==> config.mk <==
export PLATFORM = sky130hd
export DESIGN_NAME = blit_cmd_arbiter
export DESIGN_NICKNAME = d
export VERILOG_FILES = /design/src/rtl/blit_cmd_arbiter.sv
export SDC_FILE = /design/constraint.sdc
export NUM_CORES = 1
export LEC_CHECK = 0
export CAP_MARGIN = 20
export CORE_AREA = 2 2 159 161
export CTS_CLUSTER_DIAMETER = 120
export DETAILED_ROUTE_END_ITERATION = 10
export DIE_AREA = 0 0 161 163
export RECOVER_POWER = 25
export SETUP_SLACK_MARGIN = 0.05
export SYNTH_ARGS = -nofsm -noshare
export SYNTH_HDL_FRONTEND = slang
export SYNTH_SLANG_ARGS = --single-unit
==> constraint.sdc <==
create_clock -name clock -period 2.2 [get_ports clock]
set_clock_uncertainty 0.1 [all_clocks]
set_input_delay 0.33 -clock clock [delete_from_list [all_inputs] [get_ports clock]]
set_output_delay 0.33 -clock clock [all_outputs]
set_load 0.01 [all_outputs]
==> src/rtl/blit_cmd_arbiter.sv <==
// rtl/blit_cmd_arbiter.sv - packet-granular round-robin arbiter onto the blit command FIFO write port
module blit_cmd_arbiter #(
    parameter int NUM_REQ      = 2,
    parameter int MARGIN       = 4,
    parameter int LOCK_TIMEOUT = 255
) (
    input  logic                   clock,
    input  logic                   reset,
    input  logic [NUM_REQ*128-1:0] i_req_cmd,
    input  logic [NUM_REQ-1:0]     i_req_valid,
    input  logic [NUM_REQ-1:0]     i_req_last,
    output logic [NUM_REQ-1:0]     o_req_ready,
    output logic [127:0]           o_fifo_cmd,
    output logic                   o_fifo_cmd_valid,
    input  logic [7:0]             i_fifo_slots_free,
    input  logic                   i_fifo_overflow,
    output logic [1:0]             o_grant_id,
    output logic                   o_busy,
    output logic [1:0]             o_error
);

    typedef enum logic {S_IDLE, S_LOCKED} state_t;

    state_t       r_state;
    logic [1:0]   r_rr_ptr;
    logic [1:0]   r_owner;
    logic [7:0]   r_idle_cnt;
    logic [127:0] r_fifo_cmd;
    logic         r_fifo_cmd_valid;
    logic [1:0]   r_grant_id;
    logic [1:0]   r_error;

    logic         w_credit_ok;
    logic         w_any;
    logic [1:0]   w_winner;
    logic [1:0]   w_sel;
    logic         w_sel_valid;
    logic         w_sel_last;
    logic [127:0] w_sel_cmd;
    logic         w_accept;

    // Winner: first valid requester after the last packet's granted index.
    always_comb begin
        w_credit_ok = (i_fifo_slots_free >= 8'(MARGIN));
        w_any       = 1'b0;
        w_winner    = 2'd0;
        for (int k = 1; k <= NUM_REQ; k++) begin
            for (int j = 0; j < NUM_REQ; j++) begin
                if (!w_any && (j == (int'(r_rr_ptr) + k) % NUM_REQ) && i_req_valid[j]) begin
                    w_any    = 1'b1;
                    w_winner = 2'(j);
                end
            end
        end
    end

    // While locked only the owner is considered; outsiders never see ready.
    always_comb begin
        w_sel       = (r_state == S_LOCKED) ? r_owner : w_winner;
        w_sel_valid = 1'b0;
        w_sel_last  = 1'b0;
        w_sel_cmd   = '0;
        for (int j = 0; j < NUM_REQ; j++) begin
            if (j == int'(w_sel)) begin
                w_sel_valid = i_req_valid[j];
                w_sel_last  = i_req_last[j];
                w_sel_cmd   = i_req_cmd[j*128 +: 128];
            end
        end
        w_accept    = !reset && w_credit_ok && w_sel_valid;
        o_req_ready = '0;
        for (int j = 0; j < NUM_REQ; j++) begin
            o_req_ready[j] = w_accept && (j == int'(w_sel));
        end
    end

    always_ff @(posedge clock) begin
        if (reset) begin
            r_state          <= S_IDLE;
            r_rr_ptr         <= 2'(NUM_REQ - 1);
            r_owner          <= 2'd0;
            r_idle_cnt       <= 8'd0;
            r_fifo_cmd       <= '0;
            r_fifo_cmd_valid <= 1'b0;
            r_grant_id       <= 2'd0;
            r_error          <= 2'b00;
        end else begin
            r_fifo_cmd_valid <= w_accept;
            if (i_fifo_overflow) r_error[1] <= 1'b1;
            if (w_accept) begin
                r_fifo_cmd <= w_sel_cmd;
                r_grant_id <= w_sel;
            end
            case (r_state)
                S_IDLE: begin
                    r_idle_cnt <= 8'd0;
                    if (w_accept) begin
                        if (w_sel_last) begin
                            r_rr_ptr <= w_winner;
                        end else begin
                            r_state <= S_LOCKED;
                            r_owner <= w_winner;
                        end
                    end
                end
                S_LOCKED: begin
                    if (w_accept && w_sel_last) begin
                        r_state    <= S_IDLE;
                        r_rr_ptr   <= r_owner;
                        r_idle_cnt <= 8'd0;
                    end else if (w_sel_valid) begin
                        r_idle_cnt <= 8'd0;
                    end else if (w_credit_ok) begin
                        // Back-pressure from the FIFO is not the owner's fault, so only count with credit.
                        if (r_idle_cnt == 8'(LOCK_TIMEOUT - 1)) begin
                            r_state    <= S_IDLE;
                            r_rr_ptr   <= r_owner;
                            r_idle_cnt <= 8'd0;
                            r_error[0] <= 1'b1;
                        end else begin
                            r_idle_cnt <= r_idle_cnt + 8'd1;
                        end
                    end
                end
                default: r_state <= S_IDLE;
            endcase
        end
    end

    assign o_fifo_cmd       = r_fifo_cmd;
    assign o_fifo_cmd_valid = r_fifo_cmd_valid;
    assign o_grant_id       = r_grant_id;
    assign o_busy           = (r_state == S_LOCKED);
    assign o_error          = r_error;

endmodule

==> Word level (Yosys, flattened, before mapping) <==
Cells that the tools add are included.
Widths: inputs -> output; s select.
{ "word_totals": {"ff_bits": 144, "in_bits": 271} }
{ "op_classes": {"n_lt_le_gt_ge": 1, "n_mux": 32, "n_reduce_logical": 22, "addsub": 3, "eq_ne": 10, "bitwise_logic": 6} }
{ "op_table": {"columns": ["cell", "n"], "rows": [
  ["$mux 128", 2],
  ["$logic_not 32->1", 2],
  ["$mux 8", 4],
  ["$mux 1", 23],
  ["$pmux 8 s2", 1],
  ["$logic_and 1x1->1", 12],
  ["$reduce_and 5->1", 2],
  ["$add 8x1->8 const B", 1],
  ["$eq 8x8->1 const B", 1],
  ["$ge 8x3->1 const B", 1],
  ["$eq 2x2->1 const A", 3],
  ["$ne 3x1->1 const B", 2],
  ["$logic_not 1->1", 4],
  ["$ne 2x2->1 const B", 2],
  ["$ne 4x1->1 const B", 1],
  ["$not 1->1", 4],
  ["$pmux 1 s2", 2],
  ["$ne 3x2->1 const B", 1],
  ["$reduce_and 3->1", 1],
  ["$add 1x1->1 const B", 2],
  ["$and 1x1->1 const A", 2],
  ["$logic_not 2->1", 1]
]} }

==> Depth between registers and ports, before layout <==
{ "depth": {"word_depth": 25, "depth_mapped": 8, "mapped_depth_nobuf": 6} }

==> Worst setup path after synthesis <==
Ideal clock, no wire load.
{ "synth_path": {"kind": "register -> output", "from": "register r_owner[0]", "to": "output port o_req_ready[0]", "setup_slack_ns": 0.224, "arrival_time_ns": 1.546, "required_ns": 1.770, "stages_incl_launch_ff": 7, "cell_sequence": "dfxtp_1 -> nor2b_1 -> and2_1 -> or4_4 -> inv_2 -> buf_6 -> and2_1"} }
{ "synth_between": {"elab_chain_cells": 6, "elab_cells_between_ends": 7} }
{ "synth_rtl": {"columns": ["item", "line", "rtl"], "rows": [
  ["from (decl)", "26", "logic [1:0] r_owner;"],
  ["from (signal assigned)", "102", "r_owner <= w_winner;"],
  ["$mux 1 *", "59", "w_sel = (r_state == S_LOCKED) ? r_owner : w_winner;"],
  ["$logic_not 2->1", "64, 73", null],
  ["$mux 1 (2 in series)", "64", "if (j == int'(w_sel)) begin"],
  ["$logic_and 1x1->1", "70", "w_accept = !reset && w_credit_ok && w_sel_valid;"],
  ["$logic_and 1x1->1 *", "73", "o_req_ready[j] = w_accept && (j == int'(w_sel));"],
  ["to (decl)", "12", "output logic [NUM_REQ-1:0] o_req_ready,"]
]} }
Every way passes the cells marked *; elsewhere a longest branch is shown, timed or not.

==> Worst setup path in the final report <==
{ "layout_path": {"from": "register r_owner[0]", "to": "output port o_req_ready[1]"} }
{ "layout_between": {"elab_chain_cells": 6, "elab_cells_between_ends": 7} }
{ "layout_rtl": {"columns": ["item", "line"], "rows": [
  ["$mux 1 *", "59"],
  ["$logic_not 2->1", "64"],
  ["$mux 1 (2 in series)", "64"],
  ["$logic_and 1x1->1", "70"],
  ["$logic_and 1x1->1 *", "73"]
]} }
Marks and branches as above.

==> summary.md <==
| Metric | Value |
|---|---|
| # fillers | `2,174` |
| I/O Pins | `407` |
| Yosys cell types | `36` |
| Pleak | `5.737 nW` |
| Post-layout total power | `8.718 mW` |
| Fin crit share | `1.090` |
| Final hold vios | `0` |
| RR Endpoint | `o_fifo_cmd[70]$_SDFFE_PP0P_` |
| CTS max path bufs | `2` |
| Crit path required time | `1.77 ns` |
| R2R Path Start | `r_owner[0]$_SDFFE_PP0P_` |
| Worst slew margin | `0.2586` |
| Post-synth net total | `948` |
| CTS tree | `done` |
| Synth async-reset ratio | `0` |
| Placed cell area | `11,400 sq um` |
| Critical Path AT | `1.97 ns` |
| Layout cells sized above 1 | `0.2916` |
| Post-synthesis sequential element count | `143` |
| Worst setup endpoint | `o_req_ready[1]` |
| Routed Antenna Nets | `0` |
| Yosys warns | `0` |
| Synthesis-to-layout area growth | `104.3%` |
| Main synth FF type | `dfxtp_1` |
| Antenna cells | `0` |
| Commonest cells after routing, fill and taps aside | `clkdlybuf4s50_1, dfxtp_1, mux2i_1, a211oi_2, nor2_1` |
| Multi-input gate area | `4183 sq um` |
| CORE AREA | `24,670 sq um` |
| Worst-Skew Late Latency | `0.42 ns` |
| Violated checks | `negative setup slack` |
| # clock sinks | `143` |
| Initial antenna violation count | `0` |
| Finished Cell Area | `13,900 sq um` |
| Critical Path End Type | `primary output` |
| Final WL | `27,800 um` |
| Max VDD drop | `359.4 uV` |
| Residual DRC count | `0` |
| First-pass GRT wire length | `40,080 um` |
| Critical Path Start Type | `flop` |
| Reg2Reg Depth | `11` |
| Htree depth | `4` |
| Max-cap violation count | `0` |
| Die X-Extent | `161 um` |
| Rows | `58` |
| Final setup violation count | `113` |
| Largest net degree at the start of global routing | `83` |
| Clk slew on worst S/H paths | `0.07 ns` |
| Worst Setup Slack, final | `-0.1991 ns` |
| Die Ht | `163 um` |
| Total CTS buffers | `17` |
| WS Path Type | `flop to primary output` |
| Via-to-Cell Ratio | `4.653` |
| Hpwl dp | `18,260 um` |
| Total global-route track usage | `0.2001` |
| Root Driver | `clkbuf_16` |
| Final min period | `2.399 ns` |
| Sequential element share of the synthesized area | `0.4210` |
| Routability cong. | `0.7971` |
| Fin. max-slew vios | `0` |
| Die area | `26,240 sq um` |
| Flop2flop setup slack | `-0.15 ns` |
| Initial Util | `0.2756` |
| Starting DRT DRC Count | `218` |
| Hold buffer count at cts | `0` |
| # nets final | `1,419` |
| Worst Setup SP | `r_owner[0]$_SDFFE_PP0P_` |
| Number of synthesized flops with an enable pin | `0` |
| Maximum fanout along the worst path | `4` |
| Vias | `6,928` |
| RSZ-0062 raised after global routing | `yes` |
| Drt pass-1 iters | `5` |
| Synth Cell Area | `6800 sq um` |
| Syn Inst Count | `675` |
| Mean post-synth cell area | `10.07 sq um` |
| Drt wl/cell | `18.67 um` |
| Vias in the first global route | `6,858` |
| Fmax | `416.8 MHz` |
| Commonest non-fill, non-tap cell in the layout | `clkdlybuf4s50_1` |
| Run status | `finished with violations` |
| Reg area | `2864 sq um` |
| Power per cell area | `627.4 nW/um^2` |
| Min-Delay Path Class | `flop to flop` |
| Worst-Margin Slew | `1.112 ns` |
| Grt ovf | `0` |
| Port Buffers | `403` |
[routing by layer]
metal  part of all wire  GRT usage  vias up
met1               0.40     0.2297     3227
met3              0.073    0.05704       23
met4              0.014    0.05641        0
met5                  0          0        -
met2               0.51     0.3627      270
li1                   -          -     3408
[worst max-delay path, cell delays in order (launching register included)]
cell	delay, ns
dfxtp_2	0.33
nor2b_4	0.13
and2_4	0.14
or4_4	0.59
buf_6	0.15
nor2_4	0.09
buf_6	0.11
[power breakdown]
part | total [mW] | leakage (nW) | internal, mW | switching (mW)
clock network | 2.97 | 0.285 | 1.80 | 1.18
logic | 2.78 | 4.27 | 1.64 | 1.14
registers | 2.96 | 1.18 | 2.81 | 0.150
[sequential cells by signal, summed over array words and instances (netlist names)]
register and count:
o_error 2, r_rr_ptr 1, o_fifo_cmd 128, r_idle_cnt 8
o_fifo_cmd_valid 1, o_grant_id 1, r_owner 1, o_busy 1
[area by class of cell]
type	count	share of cell area
clock inverters	12	0.01144
multi-input cells	466	0.3010
well taps	330	0.02971
flip-flops and latches	143	0.2061
repair buffers	514	0.4187
clock buffers	20	0.03142
inverters	4	0.001621
[metrics by stage]
stage / setup WS [ns] / std cells / util / TNS (ns) / hold WS (ns)
2_1_floorplan: 0.2238 / 675 / - / 0 / 0.3458
3_3_place_gp: -0.6088 / 1393 / 0.4620 / -57.35 / 0.3378
3_5_place_dp: -0.6162 / 1393 / 0.4620 / -62.46 / 0.3383
4_1_cts: -0.1665 / 1480 / 0.5410 / -9.815 / 0.2983
5_1_grt: -0.2545 / 1489 / 0.5632 / -14.66 / 0.3771
6_report: -0.1991 / 1489 / 0.5632 / -8.036 / 0.3525
[synth_stat cells (4+ instances only)]
master    count  area share
nand3_1       6      0.0044
buf_4         9      0.0099
a31oi_1       4      0.0037
nand2_1      12      0.0066
buf_2        23       0.017
nand3b_1      4      0.0044
a21oi_1       7      0.0052
mux2i_1     132        0.19
buf_6         8       0.013
nor2_1      141       0.078
a211oi_1     60       0.066
clkbuf_1     21       0.012
a211oi_2     70        0.13
dfxtp_1     143        0.42
[cell families (layout without fill, tap and decap cells)]
family / after synthesis / in the layout / synth area share
compound gates: 151 / 151 / 0.2158
buf+inv: 66 / 550 / 0.05446
mux: 132 / 132 / 0.1943
fa+ha+maj: 2 / 2 / 0.003679
simple gates: 180 / 180 / 0.1102
other cells: 1 / 1 / 0.0005514
flops: 143 / 143 / 0.4210
[worst min-delay path by stage]
stage | startpoint | end | cells past startpoint
4_1_cts | reset | r_rr_ptr[0]$_SDFFE_PP1P_ | 4
2_1_floorplan | i_fifo_overflow | o_error[1]$_SDFFE_PP0P_ | 2
3_5_place_dp | o_error[0]$_SDFFE_PP0P_ | o_error[0]$_SDFFE_PP0P_ | 2
5_1_grt | reset | r_rr_ptr[0]$_SDFFE_PP1P_ | 4
6_report | o_error[0]$_SDFFE_PP0P_ | o_error[0]$_SDFFE_PP0P_ | 2
3_3_place_gp | o_error[0]$_SDFFE_PP0P_ | o_error[0]$_SDFFE_PP0P_ | 2
[repair_timing]
item                       CTS  global route
pin swaps                   52            67
buffers inserted            29            21
setup endpoints to repair  113           133
gates cloned                27             6
gates resized for setup     93           164
Note: power is estimated with default switching activity, not from simulation.
